$ cat src/rtl/gb_mem_pkg.sv
// Shared constants, DMA state type and address helpers for the Game Boy
// memory path in front of the 64 KiB unified memory.
package gb_mem_pkg;

   localparam logic [15:0] DMA_REG_ADR = 16'hFF46;
   localparam logic [15:0] OAM_BASE    = 16'hFE00;
   localparam logic [15:0] HRAM_LO     = 16'hFF80;
   localparam logic [15:0] HRAM_HI     = 16'hFFFE;
   localparam int          OAM_LEN     = 160;

   typedef enum logic [1:0] {
      IDLE,
      START,
      READ,
      WRITE
   } dma_state_t;

   // True for addresses the CPU may still reach while a transfer runs.
   function automatic logic is_hram(input logic [15:0] adr);
      return (adr >= HRAM_LO) && (adr <= HRAM_HI);
   endfunction

endpackage

$ cat src/rtl/oam_dma_if.sv
// CPU-side and memory-side bus of the OAM DMA block. The slave modport is the
// DMA block itself; the master modport is the CPU plus memory around it.
interface oam_dma_if;

   // Strobes are single-cycle and unconditionally accepted: there is no ready.
   // cpu_rdata and mem_rdata are combinational in the same cycle as the strobe.
   logic [15:0] cpu_adr;
   logic        cpu_rd_en;
   logic        cpu_wr_en;
   logic [7:0]  cpu_wdata;
   logic [7:0]  cpu_rdata;
   logic [15:0] mem_adr;
   logic        mem_wr_en;
   logic [7:0]  mem_wdata;
   logic [7:0]  mem_rdata;

   modport master (
      output cpu_adr, cpu_rd_en, cpu_wr_en, cpu_wdata, mem_rdata,
      input  cpu_rdata, mem_adr, mem_wr_en, mem_wdata
   );

   modport slave (
      input  cpu_adr, cpu_rd_en, cpu_wr_en, cpu_wdata, mem_rdata,
      output cpu_rdata, mem_adr, mem_wr_en, mem_wdata
   );

endinterface

$ cat src/rtl/oam_dma.sv
// OAM DMA engine and memory-port arbiter: copies LEN bytes from {src_hi,00}
// to OAM, restricting the CPU to HRAM while the copy runs.
module oam_dma
   import gb_mem_pkg::*;
#(
   parameter int LEN = OAM_LEN
) (
   input  logic       clk,
   input  logic       rst,
   oam_dma_if.slave   bus,
   output logic       dma_active,
   output logic       dma_done,
   output dma_state_t dbg_state
);

   localparam logic [7:0] LAST_IDX = 8'(LEN - 1);

   dma_state_t state;
   logic [7:0] src_hi;
   logic [7:0] idx;
   logic [7:0] byte_q;

   logic reg_wr;
   logic reg_rd;
   logic cpu_hram;
   logic busy;

   assign reg_wr   = bus.cpu_wr_en && (bus.cpu_adr == DMA_REG_ADR);
   assign reg_rd   = bus.cpu_rd_en && (bus.cpu_adr == DMA_REG_ADR);
   assign cpu_hram = (bus.cpu_rd_en || bus.cpu_wr_en) && is_hram(bus.cpu_adr);
   assign busy     = (state == READ) || (state == WRITE);

   assign dma_active = (state != IDLE) && !rst;
   assign dbg_state  = state;

   // An HRAM access steals the port for one cycle; the DMA simply stalls.
   always_comb begin
      bus.mem_adr   = bus.cpu_adr;
      bus.mem_wdata = bus.cpu_wdata;
      bus.mem_wr_en = bus.cpu_wr_en && !reg_wr;
      bus.cpu_rdata = bus.mem_rdata;
      if (busy && !cpu_hram) begin
         bus.mem_adr   = (state == READ) ? {src_hi, idx} : (OAM_BASE | {8'h00, idx});
         bus.mem_wdata = byte_q;
         bus.mem_wr_en = (state == WRITE);
         bus.cpu_rdata = 8'hFF;
      end
      if (reg_rd) bus.cpu_rdata = src_hi;
      if (rst) bus.mem_wr_en = 1'b0;
   end

   always_ff @(posedge clk) begin
      if (rst) begin
         state    <= IDLE;
         src_hi   <= 8'h00;
         idx      <= 8'h00;
         byte_q   <= 8'h00;
         dma_done <= 1'b0;
      end else begin
         dma_done <= 1'b0;
         if (reg_wr) begin
            // A register write restarts from any state, even mid-transfer.
            src_hi <= bus.cpu_wdata;
            idx    <= 8'h00;
            state  <= START;
         end else begin
            case (state)
               IDLE: ;
               START: begin
                  idx   <= 8'h00;
                  state <= READ;
               end
               READ: begin
                  if (!cpu_hram) begin
                     byte_q <= bus.mem_rdata;
                     state  <= WRITE;
                  end
               end
               WRITE: begin
                  if (!cpu_hram) begin
                     if (idx == LAST_IDX) begin
                        state    <= IDLE;
                        dma_done <= 1'b1;
                     end else begin
                        idx   <= idx + 8'd1;
                        state <= READ;
                     end
                  end
               end
               default: state <= IDLE;
            endcase
         end
      end
   end

endmodule

$ cat src/flat_wrapper.sv
// flat-port wrapper written by rule: the top's interface ports become plain ports
module oam_dma_flat import gb_mem_pkg::*;
#(
   parameter int LEN = OAM_LEN
)
  (clk, rst, dma_active, dma_done, dbg_state, bus_cpu_adr, bus_cpu_rd_en, bus_cpu_wr_en, bus_cpu_wdata, bus_mem_rdata, bus_cpu_rdata, bus_mem_adr, bus_mem_wr_en, bus_mem_wdata);
  oam_dma_if bus_i ();
  input  logic clk;
  input  logic rst;
  output logic dma_active;
  output logic dma_done;
  output dma_state_t dbg_state;
  input wire logic [$bits(bus_i.cpu_adr)-1:0] bus_cpu_adr;
  input wire logic [$bits(bus_i.cpu_rd_en)-1:0] bus_cpu_rd_en;
  input wire logic [$bits(bus_i.cpu_wr_en)-1:0] bus_cpu_wr_en;
  input wire logic [$bits(bus_i.cpu_wdata)-1:0] bus_cpu_wdata;
  input wire logic [$bits(bus_i.mem_rdata)-1:0] bus_mem_rdata;
  output wire logic [$bits(bus_i.cpu_rdata)-1:0] bus_cpu_rdata;
  output wire logic [$bits(bus_i.mem_adr)-1:0] bus_mem_adr;
  output wire logic [$bits(bus_i.mem_wr_en)-1:0] bus_mem_wr_en;
  output wire logic [$bits(bus_i.mem_wdata)-1:0] bus_mem_wdata;
  assign bus_i.cpu_adr = bus_cpu_adr;
  assign bus_i.cpu_rd_en = bus_cpu_rd_en;
  assign bus_i.cpu_wr_en = bus_cpu_wr_en;
  assign bus_i.cpu_wdata = bus_cpu_wdata;
  assign bus_i.mem_rdata = bus_mem_rdata;
  assign bus_cpu_rdata = bus_i.cpu_rdata;
  assign bus_mem_adr = bus_i.mem_adr;
  assign bus_mem_wr_en = bus_i.mem_wr_en;
  assign bus_mem_wdata = bus_i.mem_wdata;
  oam_dma #(.LEN(LEN)) u_core (.clk(clk), .rst(rst), .bus(bus_i), .dma_active(dma_active), .dma_done(dma_done), .dbg_state(dbg_state));
endmodule
$ cat config.mk
export PLATFORM = sky130hd
export DESIGN_NAME = oam_dma_flat
export DESIGN_NICKNAME = d
export VERILOG_FILES = /design/src/rtl/gb_mem_pkg.sv /design/src/rtl/oam_dma_if.sv /design/src/rtl/oam_dma.sv /design/src/flat_wrapper.sv
export SDC_FILE = /design/constraint.sdc
export NUM_CORES = 1
export LEC_CHECK = 0
export BUFFER_PORTS_ARGS = -buffer_cell sky130_fd_sc_hd__buf_2
export CORE_ASPECT_RATIO = 0.6
export CORE_MARGIN = 1
export CORE_UTILIZATION = 52
export DETAILED_ROUTE_END_ITERATION = 10
export GPL_ROUTABILITY_DRIVEN = 0
export GPL_TIMING_DRIVEN = 0
export PLACE_DENSITY_LB_ADDON = 0.15
export SYNTH_ARGS = -nofsm -noshare
export SYNTH_HDL_FRONTEND = slang
export SYNTH_SLANG_ARGS = --single-unit
$ cat constraint.sdc
create_clock -name clk -period 4 [get_ports clk]
set_clock_uncertainty 0.05 [all_clocks]
set_input_delay 0.2 -clock clk [delete_from_list [all_inputs] [get_ports clk]]
set_output_delay 0.2 -clock clk [all_outputs]
set_load 0.01 [all_outputs]
* After elaboration in Yosys (flattened, before gate mapping)
Index checks and enable logic that the tools add are counted.
** Word-level totals
- Register bits after elaboration :: 27
- Bits of input ports :: 36
- Output and inout bits :: 37
- Logic and storage cells :: 60
** Operators by class
- Reductions and logical operators :: 22
- Magnitude comparators :: 2
- Add/subtract/negate cells :: 1
- Muxes and demuxes :: 16
- Bitwise operators :: 3
- Eq/ne operators :: 10
** Operators by type and width (count)
- $mux W8 :: 5
- $mux W16 :: 2
- $eq A16 B16 Y1 const B :: 1
- $ge A16 B16 Y1 const B :: 1
- $le A16 B16 Y1 const B :: 1
- $pmux W8 S2 :: 1
- $reduce_and A3 Y1 :: 4
- $add A8 B1 Y8 const B :: 1
- $eq A8 B8 Y1 const B :: 1
- $logic_and A1 B1 Y1 :: 7
- $mux W2 :: 3
- $ne A2 B2 Y1 const B :: 3
- $ne A3 B2 Y1 const B :: 2
- $pmux W2 S3 :: 1
- $eq A2 B2 Y1 const B :: 2
- $mux W1 :: 4
- $reduce_bool A2 Y1 :: 2
- $reduce_bool A4 Y1 :: 1
- $reduce_or A4 Y1 :: 1
- $logic_not A1 Y1 :: 3
- $not A1 Y1 :: 3
- $reduce_bool A3 Y1 :: 1
- $eq A2 B1 Y1 const B :: 1
- $logic_or A1 B1 Y1 :: 2
- $reduce_or A2 Y1 :: 1

* Longest topological paths before layout
Gate-level depths: netlist (run 1).
- Depth after elaboration :: 7
- Mapped depth :: 7
- Mapped depth without buffers :: 6

* Worst setup path before layout (run 1)
Ideal clock, no wire load.
- Kind :: input to output
- Start :: input port bus_cpu_adr[15]
- End :: output port bus_mem_wdata[0]
- Path slack :: 2097 ps
- Cell stages on the path :: 6
- Arrival :: 1653 ps
- Path buffers :: 2
- Required time :: 3750 ps
- Cell sequence :: nand4_1 -> or2_2 -> clkbuf_1 -> o21ai_2 -> buf_4 -> mux2_1
** On the way
- Word-level cells in the longest chain between the ends :: 6
- Elaborated cells on any way between the ends :: 7
- Classes of those cells :: 2 x order compare; 1 x mux; 4 x reduce/logical
** RTL lines
- start, declared :: RTL line flat_wrapper.sv:13 : input wire logic [$bits(bus_i.cpu_adr)-1:0] bus_cpu_adr;
- $ge A16 B16 Y1 or $le A16 B16 Y1 (tied branches) :: RTL line gb_mem_pkg.sv:20 : return (adr >= HRAM_LO) && (adr <= HRAM_HI);
- $logic_and A1 B1 Y1 * :: RTL line gb_mem_pkg.sv:20
- $logic_and A1 B1 Y1 * :: RTL line oam_dma.sv:30 : assign cpu_hram = (bus.cpu_rd_en || bus.cpu_wr_en) && is_hram(bus.cpu_adr);
- $logic_not A1 Y1 * :: RTL line oam_dma.sv:42 : if (busy && !cpu_hram) begin
- $logic_and A1 B1 Y1 * :: RTL line oam_dma.sv:42
- $mux W8 * :: RTL line oam_dma.sv:42
- end, declared :: RTL line flat_wrapper.sv:21 : output wire logic [$bits(bus_i.mem_wdata)-1:0] bus_mem_wdata;
Every way passes the cells marked *; elsewhere a longest branch is shown, timed or not.

* Worst setup path after layout (run 1)
- Start :: input port bus_cpu_adr[9]
- End :: output port bus_mem_adr[1]
** On the way
- Word-level cells in the longest chain between the ends :: 6
- Elaborated cells on any way between the ends :: 7
- Classes of those cells :: 2 x order compare; 1 x mux; 4 x reduce/logical
** RTL lines
- $ge A16 B16 Y1 or $le A16 B16 Y1 (tied branches) :: RTL line gb_mem_pkg.sv:20
- $logic_and A1 B1 Y1 * :: RTL line gb_mem_pkg.sv:20
- $logic_and A1 B1 Y1 * :: RTL line oam_dma.sv:30
- $logic_not A1 Y1 * :: RTL line oam_dma.sv:42
- $logic_and A1 B1 Y1 * :: RTL line oam_dma.sv:42
- $mux W16 * :: RTL line oam_dma.sv:42
- end, declared :: RTL line flat_wrapper.sv:19 : output wire logic [$bits(bus_i.mem_adr)-1:0] bus_mem_adr;
Marks and branches as above.

==> results of run 1 <==
## cell type report
type                       count  area, sq um
timing repair buffer          71          355
fill                         258          823
inverter                       4         15.0
multi-input combinational    183         1110
tap                           42         52.6
buffer                        15         76.3
clock buffer                   4         45.0
sequential                    27          541
## flip-flops by register name (all words and copies together) (netlist names)
signal and count:
u_core.idx 8, u_core.dma_done 1, u_core.dbg_state 2, u_core.byte_q 8
u_core.src_hi 8
## cells in the final DEF, fill, tap and decap left out, types with 2 or more instances in the layout
cell / Yosys / layout
sky130_fd_sc_hd__dfxtp_1: 27 / 27
sky130_fd_sc_hd__o21ai_0: 13 / 13
sky130_fd_sc_hd__buf_2: 4 / 75
sky130_fd_sc_hd__xnor2_1: 2 / 2
sky130_fd_sc_hd__nand4_1: 4 / 4
sky130_fd_sc_hd__and2_1: 2 / 2
sky130_fd_sc_hd__clkbuf_1: 8 / 9
sky130_fd_sc_hd__buf_4: 2 / 2
sky130_fd_sc_hd__mux2i_1: 9 / 9
sky130_fd_sc_hd__inv_1: 4 / 4
sky130_fd_sc_hd__clkbuf_8: 0 / 3
sky130_fd_sc_hd__nor2_1: 30 / 30
sky130_fd_sc_hd__a31oi_1: 2 / 2
sky130_fd_sc_hd__or4_1: 2 / 2
sky130_fd_sc_hd__nand3_1: 16 / 16
sky130_fd_sc_hd__mux2_2: 14 / 14
sky130_fd_sc_hd__nand2_1: 25 / 25
sky130_fd_sc_hd__nand2b_1: 17 / 17
sky130_fd_sc_hd__o31ai_1: 2 / 2
sky130_fd_sc_hd__a21oi_1: 24 / 24
sky130_fd_sc_hd__or3_1: 2 / 2
## logic make-up (layout without fill, tap and decap cells)
| group | count (synthesis) | count (layout) | share of synthesized area (%) |
|---|---|---|---|
| adder cells (fa/ha/maj) | 1 | 1 | 0.717 |
| AO/OA/AOI/OAI | 48 | 48 | 15.8 |
| XOR/XNOR | 2 | 2 | 1.00 |
| AND/OR/NAND/NOR | 108 | 108 | 31.5 |
| buffers and inverters | 19 | 94 | 5.23 |
| flip-flops | 27 | 27 | 31.0 |
| multiplexers | 24 | 24 | 14.8 |
## per-stage QoR
step / hold slack, ns / setup WS [ns] / instances / area [sq um]
finish: 0.126 / 1.60 / 346 / 2200
global route: 0.134 / 1.51 / 346 / 2200
CTS: 0.130 / 1.62 / 346 / 2200
detailed placement: 0.414 / 1.64 / 342 / 2150
global placement: 0.411 / 1.63 / 342 / 2150
floorplan: 0.297 / 2.10 / 229 / 1750
## metal layers
metal	vias to the layer above	GRT usage (%)
met4	0	6.54
met2	112	46.6
met3	5	4.85
li1	960	-
met5	-	0
met1	907	42.7
## worst max-delay path, stage by stage
cell	delay, ns
sky130_fd_sc_hd__buf_2	0.09
sky130_fd_sc_hd__nand4_1	0.21
sky130_fd_sc_hd__or2_2	0.34
sky130_fd_sc_hd__clkbuf_1	0.15
sky130_fd_sc_hd__o21ai_2	0.38
sky130_fd_sc_hd__buf_4	0.28
sky130_fd_sc_hd__mux2_2	0.35
sky130_fd_sc_hd__buf_2	0.14
## final timing paths
path / start / end / slack (ns) / cells after the start
worst max-delay path: bus_cpu_adr[9] / bus_mem_adr[1] / 1.60 / 8
worst min-delay path: bus_cpu_wdata[2] / u_core.src_hi[2] / 0.13 / 3
worst max register to register: u_core.idx[0] / u_core.idx[7] / 1.87 / 6
worst min register to register: u_core.byte_q[0] / u_core.byte_q[0] / 0.42 / 2
## report_power, final
group / total (uW) / switching, uW / leakage, uW / internal (uW)
clock network: 162 / 90.7 / 0.0000228 / 71.6
registers: 269 / 0.00130 / 0.000217 / 269
logic: 86.4 / 46.3 / 0.000664 / 40.1
==> run summary, run 1 <==
### Status
- status: finished, final reports clean

### Timing
- Finish-stage setup viols: 0
- number of max-slew violations in the final report: 0
- max frequency: 417 MHz
- fin crit period: 2.40 ns
- aggregate negative setup slack: 0 ns
- RSZ-0062 raised after global routing: false
- Rel. slew slack: 49.0%
- fin crit share: 59.9%
- Final Hold Violating Endpoints: 0
- transition time at the pin with the least slew margin: 0.757 ns

### Worst setup path
- CP endpoint kind: output port
- path type of the worst setup path: input pin to output port
- WP data required: 3.75 ns
- worst-path fanout max: 10
- arrival time of data at the critical path endpoint: 2.15 ns
- sort of element at the start of the critical path: input pin

### Power
- power density cells: 235 nW/um^2
- post-layout power: 517 uW
- leakage power: 0.000904 uW
- worst IR drop on VDD: 164 uV

### Yosys
- portion of the post-synthesis area used by sequential elements: 31.0%
- synthesized netlist cell count: 229
- dominant cell by count in the synthesized netlist: sky130_fd_sc_hd__nor2_1
- Yosys top cell area share: 31.0%
- distinct cell type count of the synthesized netlist: 40
- Post-synth top cells: 30 x sky130_fd_sc_hd__nor2_1, 27 x sky130_fd_sc_hd__dfxtp_1, 25 x sky130_fd_sc_hd__nand2_1, 24 x sky130_fd_sc_hd__a21oi_1, 17 x sky130_fd_sc_hd__nand2b_1
- proportion of synthesized flip-flops having asynchronous set or reset: 0%
- syn avg cell area: 7.62 sq um
- synthesized flop and latch total: 27
- combined area of all synthesized cells: 1750 sq um
- Synth area leaders: sky130_fd_sc_hd__dfxtp_1 31%, sky130_fd_sc_hd__mux2_2 9.0%, sky130_fd_sc_hd__a21oi_1 6.9%
- library cell occupying the most area in the post-synthesis netlist: sky130_fd_sc_hd__dfxtp_1
- Synth warnings: 0
- number of enable-type register cells in the synthesized netlist: 0
- Mapped Nets: 266
- Most used DFF post-synth: sky130_fd_sc_hd__dfxtp_1

### Clocking
- CTS tree: yes
- CTS H-Tree Depth: 1
- cell chosen for the clock root: sky130_fd_sc_hd__clkbuf_8
- post-CTS setup-driven buffer insertion count: 0
- CTS clk-pin slew, worst paths: 0.10 ns
- clk sinks: 27
- Resize count post-CTS: 0
- Num CTS Buffers: 3
- post-cts hold buffer count: 0
- clock latency reported for the late side of the worst-skew pair: 0.28 ns
- maximum clock path buffer count: 2

### GRT
- final global-route overflow total: 0
- global-route wire length before repair: 7940 microns
- number of global-route vias before repair: 1,637
- number of antenna violations at the first check in global routing: 0
- all-layer global routing usage: 29.4%
- maximum number of pins on one net before global-route repair: 15

### Floorplanning
- I/O Pins: 73
- die area: 3600 sq um
- core area: 3020 sq um
- overall die height: 46.9 microns
- horizontal die dimension: 76.8 microns
- Rows: 15
- starting density of the core: 57.8%

### Cells and area
- final core utilization: 72.8%
- ANT cells: 0
- synthesis-to-finish area growth: 25.9%
- post-layout net count: 342
- share of layout cells above drive strength 1: 32.9%

### Worst hold path
- Hold/Removal Path Class: input pin to register

### Route
- Detailed Routing Iterations Pass 1: 7
- sum of routed wire segments on met1: 2490 microns
- highest signal layer in the routed design: met4
- total number of vias: 1,984
- Detailed Route WL: 5170 microns
- vias per inst: 5.73
- average wire per standard cell: 14.9 microns
- Routed met3 length: 515 microns
- violation count after the first detailed-route iteration: 113
- Met2 Routed Length: 2140 microns
- count of unresolved DRC violations after routing: 0
- count of antenna-violating nets left after detailed routing: 0

### Flow run
- max-cap check violation count: 0

### Placement
- DP Wirelength: 4000 microns
- # port buffers: 71

No activity file was read; power rests on OpenSTA's default activity.
==> run 2: changes to the inputs <==
- CORE_UTILIZATION: 52 -> 43
- clock period: 4 -> 2.2 ns (I/O delays scaled with it)
==> run 2 against run 1 <==
Compared with the run above:
- the flow now finishes with violations (design-rule violations)
- critical path depth unchanged
- global-route usage decreased by 4.6 points
- flip-flop and latch count unchanged
- register-to-register slack got worse by 1.7 ns
- combinational power increased by 83%
- sequential share of layout area decreased by 0.22 points
- critical endpoint is now bus_mem_adr[6]
==> run summary, run 2 (synthesized netlist as in run 1, its figures left out) <==
### Placement
- # port buffers: 71
- number of placed cells counting well taps: 347
- DP Wirelength: 4090 microns

### Timing
- fin crit share: 97.9%
- max frequency: 464 MHz
- aggregate negative setup slack: 0 ns
- number of max-slew violations in the final report: 0
- Finish-stage setup viols: 0
- Rel. slew slack: 49.9%
- transition time at the pin with the least slew margin: 0.744 ns
- fin crit period: 2.15 ns
- Final Hold Violating Endpoints: 0

### Cells and area
- Layout fillers: 379
- ANT cells: 0
- final cell count without fillers: 351
- share of layout cells above drive strength 1: 33.6%
- biggest regs: u_core.byte_q: 8 flops, u_core.idx: 8 flops, u_core.src_hi: 8 flops
- most frequent cells in the layout: 75 x sky130_fd_sc_hd__buf_2, 30 x sky130_fd_sc_hd__nor2_1, 27 x sky130_fd_sc_hd__dfxtp_1
- post-layout net count: 342
- synthesis-to-finish area growth: 27.1%
- leading cell type in the layout, fill and taps excluded: sky130_fd_sc_hd__buf_2

### Power
- post-layout power: 942 uW
- leakage power: 0.000905 uW
- power density cells: 425 nW/um^2
- worst IR drop on VDD: 276 uV

### Clocking
- CTS H-Tree Depth: 1
- post-CTS setup-driven buffer insertion count: 0
- Num CTS Buffers: 3
- clock latency reported for the late side of the worst-skew pair: 0.27 ns
- cell chosen for the clock root: sky130_fd_sc_hd__clkbuf_8
- maximum clock path buffer count: 2
- CTS clk-pin slew, worst paths: 0.10 ns
- CTS tree: yes
- clk sinks: 27

### Floorplanning
- starting density of the core: 46.4%
- overall die height: 51.4 microns
- core area: 3760 sq um
- horizontal die dimension: 84.3 microns
- Rows: 17
- die area: 4330 sq um
- I/O Pins: 73

### Worst setup path
- worst-path fanout max: 10
- CP Depth: 8
- cells along the critical path: buf_2 > nand4_1 > or2_2 > clkbuf_1 > o21ai_4 > buf_4 > mux2_2 > buf_2
- largest stage delay on the critical path: 0.36 ns
- path type of the worst setup path: input pin to output port
- CP endpoint kind: output port
- cell repeated most along the worst path: sky130_fd_sc_hd__buf_2
- total buffers and inverters traversed by the critical path: 4
- WP data required: 2.04 ns
- sort of element at the start of the critical path: input pin
- critical path's slowest cell: sky130_fd_sc_hd__mux2_2
- arrival time of data at the critical path endpoint: 1.99 ns
- depth of the worst register-to-register path: 6
- Worst path top cell family by delay: buffers and inverters

### Route
- vias per inst: 5.50
- count of antenna-violating nets left after detailed routing: 0
- average wire per standard cell: 15.2 microns
- Detailed Routing Iterations Pass 1: 8
- count of unresolved DRC violations after routing: 6
- total number of vias: 1,931
- Detailed Route WL: 5340 microns
- violation count after the first detailed-route iteration: 143

### GRT
- all-layer global routing usage: 24.8%
- maximum number of pins on one net before global-route repair: 17
- number of global-route vias before repair: 1,667
- final global-route overflow total: 0
- global-route wire length before repair: 8290 microns
- number of antenna violations at the first check in global routing: 0

### Status
- violated checks: design-rule violations
- status: complete, but fails checks

### Flow run
- max-cap check violation count: 0

### Worst hold path
- Hold/Removal Path Class: input pin to register
- Hold Path Depth: 3

-- run 2: cell types whose count changed in the layout (fill, tap and decap cells not counted), sizes merged --
cell      delta
clkbuf       -2
clkinvlp     +1
buf          +1
-- run 2: repair_timing --
action | in CTS | in global routing
endpoints found under the setup margin | 0 | 23
resized for setup | 0 | 3
hold endpoints to repair | 0 | 0
hold buffers | 0 | 0
-- run 2: cell type report --
cell class | count | area, sq um | share of cell area (%)
inverters | 4 | 15.0 | 0.677
clock inverters | 1 | 7.51 | 0.338
plain buffers | 15 | 76.3 | 3.44
well taps | 47 | 58.8 | 2.65
repair buffers | 71 | 355 | 16.0
clock buffers | 3 | 41.3 | 1.86
flip-flops and latches | 27 | 541 | 24.4
multi-input cells | 183 | 1120 | 50.6
-- run 2: worst paths after layout --
| kind | from | to | slack (ns) |
|---|---|---|---|
| max | bus_cpu_adr[12] | bus_mem_adr[6] | 0.05 |
| min | bus_cpu_wdata[2] | u_core.src_hi[2] | 0.04 |
| max reg2reg | u_core.idx[0] | u_core.idx[7] | 0.14 |
| min reg2reg | u_core.byte_q[4] | u_core.byte_q[4] | 0.43 |
-- run 2: where the power goes --
group | internal, uW | switching (uW) | leakage (uW)
Clock | 129 | 167 | 0.0000217
Combinational | 72.9 | 84.7 | 0.000666
Sequential | 488 | 0.00240 | 0.000217
-- run 2: stage by stage --
stage	util, %	setup slack, ns	hold slack [ns]	cell area, sq um
after floorplan	-	0.368	0.207	1750
after global placement	57.4	0.0123	0.331	2160
after detailed placement	57.4	0.0120	0.329	2160
after CTS	58.7	0.00410	0.0260	2210
after global routing	58.9	-0.0234	0.0339	2220
final	58.9	0.0452	0.0353	2220
-- run 2: worst min-delay path: cells and delay by family --
family                 cells  cell delay, ns
AND/OR/NAND/NOR            1            0.06
buffers and inverters      1            0.10
AO/OA/AOI/OAI              1            0.05
-- run 2: metal layers --
layer	routed length, microns	GRT usage [%]	vias to the layer above
li1	-	-	956
met1	2720	38.4	892
met2	2210	36.1	81
met3	398	4.04	2
met4	14	3.74	0
met5	0	0	-
